--- src/rtl/fetch_stage_pkg.sv ---
// rtl/fetch_stage_pkg.sv - shared pipeline constants and fetch state encoding
package fetch_stage_pkg;

    localparam int unsigned WORD_W = 16;

    localparam logic [WORD_W-1:0] NOP_INSTR = 16'h0000;

    localparam logic [1:0] FS_RUN    = 2'd0;
    localparam logic [1:0] FS_STALL  = 2'd1;
    localparam logic [1:0] FS_HALTED = 2'd2;

endpackage

--- src/rtl/fetch_stage_pc_reg.sv ---
// rtl/fetch_stage_pc_reg.sv - program counter register with load/hold/increment
// Load has priority over increment; neither asserted holds the current value.
module pc_reg
    import fetch_stage_pkg::*;
#(
    parameter logic [WORD_W-1:0] RESET_PC = 16'h0000,
    parameter int unsigned       PC_STEP  = 2
) (
    input  logic              clk_i,
    input  logic              rst_ni,
    input  logic              load_i,
    input  logic [WORD_W-1:0] load_val_i,
    input  logic              inc_i,
    output logic [WORD_W-1:0] pc_o
);

    localparam logic [WORD_W-1:0] STEP = WORD_W'(PC_STEP);

    logic [WORD_W-1:0] pc_q;
    logic [WORD_W-1:0] pc_d;

    always_comb begin
        pc_d = pc_q;
        if (load_i) begin
            pc_d = load_val_i;
        end else if (inc_i) begin
            pc_d = pc_q + STEP;
        end
    end

    always_ff @(posedge clk_i or negedge rst_ni) begin
        if (!rst_ni) begin
            pc_q <= RESET_PC;
        end else begin
            pc_q <= pc_d;
        end
    end

    assign pc_o = pc_q;

endmodule

--- src/rtl/fetch_stage.sv ---
// rtl/fetch_stage.sv - instruction fetch stage: PC, redirect, stall replay, sticky halt
// Optional FETCH_RESUME_EN adds a Resume input that leaves HALTED.
module fetch_stage
    import fetch_stage_pkg::*;
#(
    parameter logic [WORD_W-1:0] RESET_PC = 16'h0000,
    parameter int unsigned       PC_STEP  = 2
) (
    input  logic              clk,
    input  logic              rst,
    input  logic [WORD_W-1:0] ImemData,
    input  logic              BranchTaken,
    input  logic [WORD_W-1:0] BranchTarget,
    input  logic              StopPC,
    input  logic              Halt,
`ifdef FETCH_RESUME_EN
    input  logic              Resume,
`endif
    output logic [WORD_W-1:0] ImemAddr,
    output logic [WORD_W-1:0] PCOUT,
    output logic [WORD_W-1:0] InstructionOut,
    output logic [WORD_W-1:0] OldInstruction,
    output logic              FlushOut,
    output logic              StayHalted
);

    localparam logic [WORD_W-1:0] STEP = WORD_W'(PC_STEP);

    logic [1:0]        state_q;
    logic [1:0]        state_d;
    logic [WORD_W-1:0] old_instr_q;
    logic [WORD_W-1:0] old_instr_d;
    logic              pc_load;
    logic              pc_inc;
    logic [WORD_W-1:0] pc;

    pc_reg #(
        .RESET_PC (RESET_PC),
        .PC_STEP  (PC_STEP)
    ) u_pc_reg (
        .clk_i      (clk),
        .rst_ni     (rst),
        .load_i     (pc_load),
        .load_val_i (BranchTarget),
        .inc_i      (pc_inc),
        .pc_o       (pc)
    );

    always_comb begin
        state_d     = state_q;
        old_instr_d = old_instr_q;
        pc_load     = 1'b0;
        pc_inc      = 1'b0;
        if (state_q == FS_HALTED) begin
`ifdef FETCH_RESUME_EN
            if (!Halt && Resume) begin
                pc_inc  = 1'b1;
                state_d = FS_RUN;
            end
`endif
        end else if (Halt) begin
            state_d = FS_HALTED;
        end else if (BranchTaken) begin
            pc_load = 1'b1;
            state_d = FS_RUN;
        end else if (StopPC) begin
            state_d = FS_STALL;
        end else begin
            // Only a free-running RUN cycle hands a fresh instruction to IF/ID.
            if (state_q != FS_STALL) begin
                old_instr_d = ImemData;
            end
            pc_inc  = 1'b1;
            state_d = FS_RUN;
        end
    end

    always_ff @(posedge clk or negedge rst) begin
        if (!rst) begin
            state_q     <= FS_RUN;
            old_instr_q <= NOP_INSTR;
        end else begin
            state_q     <= state_d;
            old_instr_q <= old_instr_d;
        end
    end

    assign ImemAddr       = pc;
    assign PCOUT          = pc + STEP;
    assign InstructionOut = ImemData;
    assign OldInstruction = old_instr_q;
    assign StayHalted     = (state_q == FS_HALTED);
    assign FlushOut       = BranchTaken & (state_q != FS_HALTED) & ~Halt;

endmodule

--- config.mk ---
export PLATFORM = sky130hd
export DESIGN_NAME = fetch_stage
export DESIGN_NICKNAME = d
export VERILOG_FILES = /design/src/rtl/fetch_stage_pkg.sv /design/src/rtl/fetch_stage_pc_reg.sv /design/src/rtl/fetch_stage.sv
export SDC_FILE = /design/constraint.sdc
export NUM_CORES = 1
export LEC_CHECK = 0
export BUFFER_PORTS_ARGS = -buffer_cell sky130_fd_sc_hd__buf_2
export CAP_MARGIN = 10
export CELL_PAD_IN_SITES_DETAIL_PLACEMENT = 2
export CELL_PAD_IN_SITES_GLOBAL_PLACEMENT = 2
export CORE_MARGIN = 2
export CORE_UTILIZATION = 28
export DETAILED_ROUTE_END_ITERATION = 10
export GPL_ROUTABILITY_DRIVEN = 0
export GPL_TIMING_DRIVEN = 0
export PLACE_DENSITY_LB_ADDON = 0.1
export SLEW_MARGIN = 20
export SYNTH_ARGS = -nofsm -noshare
export SYNTH_HDL_FRONTEND = slang
export SYNTH_SLANG_ARGS = --single-unit
--- constraint.sdc ---
create_clock -name clk -period 2.49 [get_ports clk]
set_input_delay 0 -clock clk [delete_from_list [all_inputs] [get_ports clk]]
set_output_delay 0 -clock clk [all_outputs]
set_load 0.02 [all_outputs]
==> After elaboration in Yosys (flattened, before gate mapping) <==
Index checks and enable logic that the tools add are counted.
{ "op_classes": {"eq_ne": 3, "n_addsub": 1, "reduce_logical": 2, "muxes": 12, "n_bitwise": 6} }
{ "ops": {"columns": ["op", "count"], "rows": [
  ["2-to-1 mux 16 bit", 2],
  ["adder 16 x 2 -> 16 bit (second input constant)", 1],
  ["2-to-1 mux 1 bit", 9],
  ["AND reduction 5 bit", 1],
  ["inverter 1 bit", 4],
  ["AND 1 bit", 2],
  ["== test 2 bit (second input constant)", 1],
  ["2-to-1 mux 2 bit", 1],
  ["!= test 2 x 1 -> 1 bit (second input constant)", 1],
  ["!= test 2 bit (second input constant)", 1],
  ["nonzero test 2 bit", 1]
]} }
{ "totals": {"ff_bits": 34, "in_bits": 37, "out_inout_bits": 66} }

==> Longest topological paths before layout <==
{ "depth": {"word_depth": 6, "ltp_mapped": 6, "mapped_depth_nobuf": 6} }

==> Cells and area by module <==
A second synthesis with hierarchy kept.
{ "unflattened": {"cells_unflattened": 207, "area_unflattened_um2": 2135.8} }
{ "by_module_without_submodules": {"columns": ["module", "n_inst", "seq_area_each_um2", "area_per_inst_um2", "cells_each"], "rows": [
  ["fetch_stage", 1, 450.4, 1136.1, 102],
  ["pc_reg", 1, 400.4, 999.7, 105]
]} }

==> Worst setup path before layout <==
No wires, ideal clock.
{ "synth_path": {"kind": "register -> register", "start": "register u_pc_reg.pc_q[1], in the netlist u_pc_reg.pc_o[1]", "end": "register u_pc_reg.pc_q[13], in the netlist u_pc_reg.pc_o[13]", "t_arrival_ns": 1.674, "n_path_buf": 0, "period_less_slack_ns": 1.773, "setup_ns": 0.099, "path_slack_ns": 0.717, "required_time_ns": 2.391, "path_stages_with_launch": 6, "cell_sequence": "dfrtp_1 > ha_1 > nand4_2 > nor4_4 > a211oi_1 > a311oi_1"} }
{ "synth_via": {"elab_chain_cells": 3} }
{ "synth_rtl": {"columns": ["item", "line_no", "source"], "rows": [
  ["start, declared", "fetch_stage_pc_reg.sv:19", "logic [WORD_W-1:0] pc_q;"],
  ["start signal, assigned", "fetch_stage_pc_reg.sv:35", "pc_q <= pc_d;"],
  ["adder 16 x 2 -> 16 bit", "fetch_stage_pc_reg.sv:27", "pc_d = pc_q + STEP;"],
  ["2-to-1 mux 16 bit", "fetch_stage_pc_reg.sv:26", "end else if (inc_i) begin"],
  ["2-to-1 mux 16 bit", "fetch_stage_pc_reg.sv:24", "if (load_i) begin"]
]} }
No other way between the ends. The select of a mux whose other input is x is not followed.
A chain may end at the register's enable or synchronous reset.

==> Final worst setup path <==
{ "layout_path": {"start": "register u_pc_reg.pc_q[1], in the netlist u_pc_reg.pc_o[1]", "end": "output port PCOUT[9]"} }
{ "layout_via": {"elab_chain_cells": 1} }
{ "layout_rtl": {"columns": ["item", "line_no", "source"], "rows": [
  ["adder 16 x 2 -> 16 bit", "fetch_stage.sv:89", "assign PCOUT = pc + STEP;"],
  ["end, declared", "fetch_stage.sv:20", "output logic [WORD_W-1:0] PCOUT,"]
]} }
No other way between the ends.

==> metrics.txt <==
status=completed; RSZ-0062 raised after global routing=false; slowest cell delay on critical path=0.43 ns; Clock Skews=between 0.006 and 0.007 ns; antenna-violating nets left=0; ranking of synthesized cells by area=dfrtp_1, mux2_2, buf_4; clock buffer depth=2; post-synthesis sequential area ratio=a little over two fifths; R2R Setup Slk=around 0.58 ns; Buffers on Ports=slightly above 100; peak supply drop=around 0.00017 V; critical path required time=2.49 ns; post-detail-place hpwl=5252 um; Worst Hold Class=primary input to flop; Max-cap violations=0; Max Clk Rate=about 460 MHz; Critical Path Stages=6; # setup viols final=0; Worst EP arrival=2.17 ns; XOR/XNOR share of the synthesized area=5.631%; count of distinct cell types in the synthesized netlist=42; Setup crit start kind=flop; final WL=~7200 um; Finished Core Util=42.32%; grt total ovfl=0; row count=30; Tcrit/Tclk final=between 80 and 90%; Clock Pin Slew Worst Setup and Hold Paths=0.08 ns; CTS tree=built; proportion of synthesized area in mux cells=under 10%; worst setup path category=flop to primary output; RR Startpoint=u_pc_reg.pc_o[1]$_DFFE_PN0P_; Synth Warn #=0; commonest non-fill, non-tap cell in the layout=buf_2; core area=about 0.007 mm2; mapped cell area=about 0.002 mm2; slowest CP cell=dfrtp_1; routed vias=2056; Nets=roughly 370; Chip Height=88.98 um; root buffer cell=clkbuf_8; Post-Synthesis Cells=~200; Die Wd=~89 um; Mean Syn Cell Area=between 10 and 15 um2; post-synthesis compound-gate area fraction=about 15%; DR vias/cell=~4.8; I/O pin cnt=between 100 and 150; Post-CTS Setup Inserts=0; area grow syn2layout=44.55%; ant diodes=0; TNS Setup=0 ns; initial detailed-routing violation count=35; total track usage=between 10% and 20%; htree depth=2; Initial Util=slightly below 30%; reg2reg end=u_pc_reg.pc_o[13]$_DFFE_PN0P_; # DRC=0; share of post-route cells with drive strength above 1=between 50% and 60%; largest net degree at the start of global routing=35; worst hold path startpoint=BranchTarget[3]; post-synth top area share=42.08%; Pleak=about 0.0015 uW; TritonRoute pass-1 iters=4; largest delay contributor family on the critical path=simple AND/OR/NAND/NOR gates; first-pass GRT wire length=between 10000 and 15000 um; routed length per instance=between 15 and 20 um; crit path to=PCOUT[9]; CP bufs+invs=1; clock sinks=34; Adder-Cell Fraction of Synth Area=less than 1%; critical-path cell list=ha_1 > nand4_2 > nor2_1 > and2_1 > xor2_1 > buf_2; fin. max-slew vios=0; Period minus WS final=2.171 ns; relative slew slack=about 47%; #FFs+latches synth=34; CP endpoint kind=primary output; latest clock arrival within the worst-skew pair=a little under 0.3 ns; Die ar.=0.007917 mm2; combinational family with the most area after synthesis=simple AND/OR/NAND/NOR gates; post-synthesis simple-gate area fraction=between 15 and 20%; number of global-route vias before repair=between 2k and 2.5k; syn_nets=between 200 and 250; Worst Path Max Fanout=6; Yosys top cell by area=dfrtp_1; Final Hold Viols=0; antenna violations before repair=0; pwr dens=slightly above 500 mW/mm2; R2R cell count=5; CTS Buf Count=5; Worst-Margin Slew=0.7958 ns; most frequent cells in the layout=buf_2, dfrtp_1, dlygate4sd3_1; Worst Setup SP=u_pc_reg.pc_o[1]$_DFFE_PN0P_
## how the worst min path moves through the flow
stage | end | depth (start not counted)
after floorplan | OldInstruction[0]$_DFFE_PN0P_ | 0
after detailed placement | OldInstruction[8]$_DFFE_PN0P_ | 1
after global placement | OldInstruction[8]$_DFFE_PN0P_ | 1
final | u_pc_reg.pc_o[3]$_DFFE_PN0P_ | 3
after global routing | u_pc_reg.pc_o[3]$_DFFE_PN0P_ | 3
after CTS | u_pc_reg.pc_o[3]$_DFFE_PN0P_ | 3
## cells in the mapped netlist (all sizes together)
cell type / n
a21oi: 9
o31ai: 2
nand3: 6
inv: 11
o21ai: 9
and4: 1
nor2: 11
buf: 26
a311oi: 6
o22ai: 5
nand4: 3
xor2: 4
dfrtp: 34
nand2: 12
a22oi: 2
or4: 2
nand2b: 2
and2: 1
a31o: 1
nor3: 8
or3: 1
o211a: 1
a221o: 1
o2bb2ai: 2
nor4: 4
clkbuf: 1
xnor2: 9
and3: 2
or2: 1
ha: 1
a32oi: 1
mux2: 17
a211oi: 6
## logic make-up (layout without fill, tap and decap cells)
kind of cell | count (synthesis) | in the layout
AO/OA/AOI/OAI | 45 | 45
multiplexers | 17 | 17
flip-flops | 34 | 34
XOR/XNOR | 13 | 13
adder cells (fa/ha/maj) | 1 | 1
buffers and inverters | 38 | 165
AND/OR/NAND/NOR | 54 | 54
## sequential cells by signal (all words and copies together) (netlist names)
| register | cells |
|---|---|
| OldInstruction | 16 |
| u_pc_reg.pc_o | 16 |
| state_q | 2 |
## metrics by stage
step	hold slack [ns]	setup slack, ns	total power, uW	std cells	cell area (um2)
4_1_cts	0.01504	0.3017	1520	425	2923
3_3_place_gp	0.1530	0.6589	1040	399	2648
3_5_place_dp	0.1432	0.5856	1050	399	2648
6_report	0.01086	0.3185	1498	425	2923
2_1_floorplan	-0.2956	0.7168	883.8	202	2022
5_1_grt	0.03068	0.1255	1579	425	2923
## power by group
group	internal, uW	total (uW)	switching, uW
combinational	171	423	252
sequential	591	633	41.9
clock	222	442	219
total	984	1500	513
## repair_timing
item | 4_1_cts | 5_1_grt
resized for setup | 0 | 0
hold buffers | 18 | 0
hold endpoints to repair | 51 | 0
## worst register-to-register path: cells and delay by family (launching register included)
kind / cells / cell delay, ns
AND/OR/NAND/NOR: 2 / 0.64
flip-flops: 1 / 0.43
AO/OA/AOI/OAI: 2 / 0.41
adder cells (fa/ha/maj): 1 / 0.33
## final cells by class
class,count,area [um2]
Tap cell,96,120.1
Clock buffer,6,82.58
Buffer,27,176.4
Multi-Input combinational cell,130,953.4
Sequential cell,34,850.8
Timing Repair Buffer,119,685.7
Clock inverter,2,12.51
Inverter,11,41.29
Fill cell,829,3984
## per-layer routing
layer | track usage [%] | part of all wire, %
met1 | 22.71 | 43
met2 | 33.92 | 52
met3 | 3.693 | 4.4
met4 | 3.664 | 0.84
met5 | 0 | 0
Power figures use the tool's default switching activity.
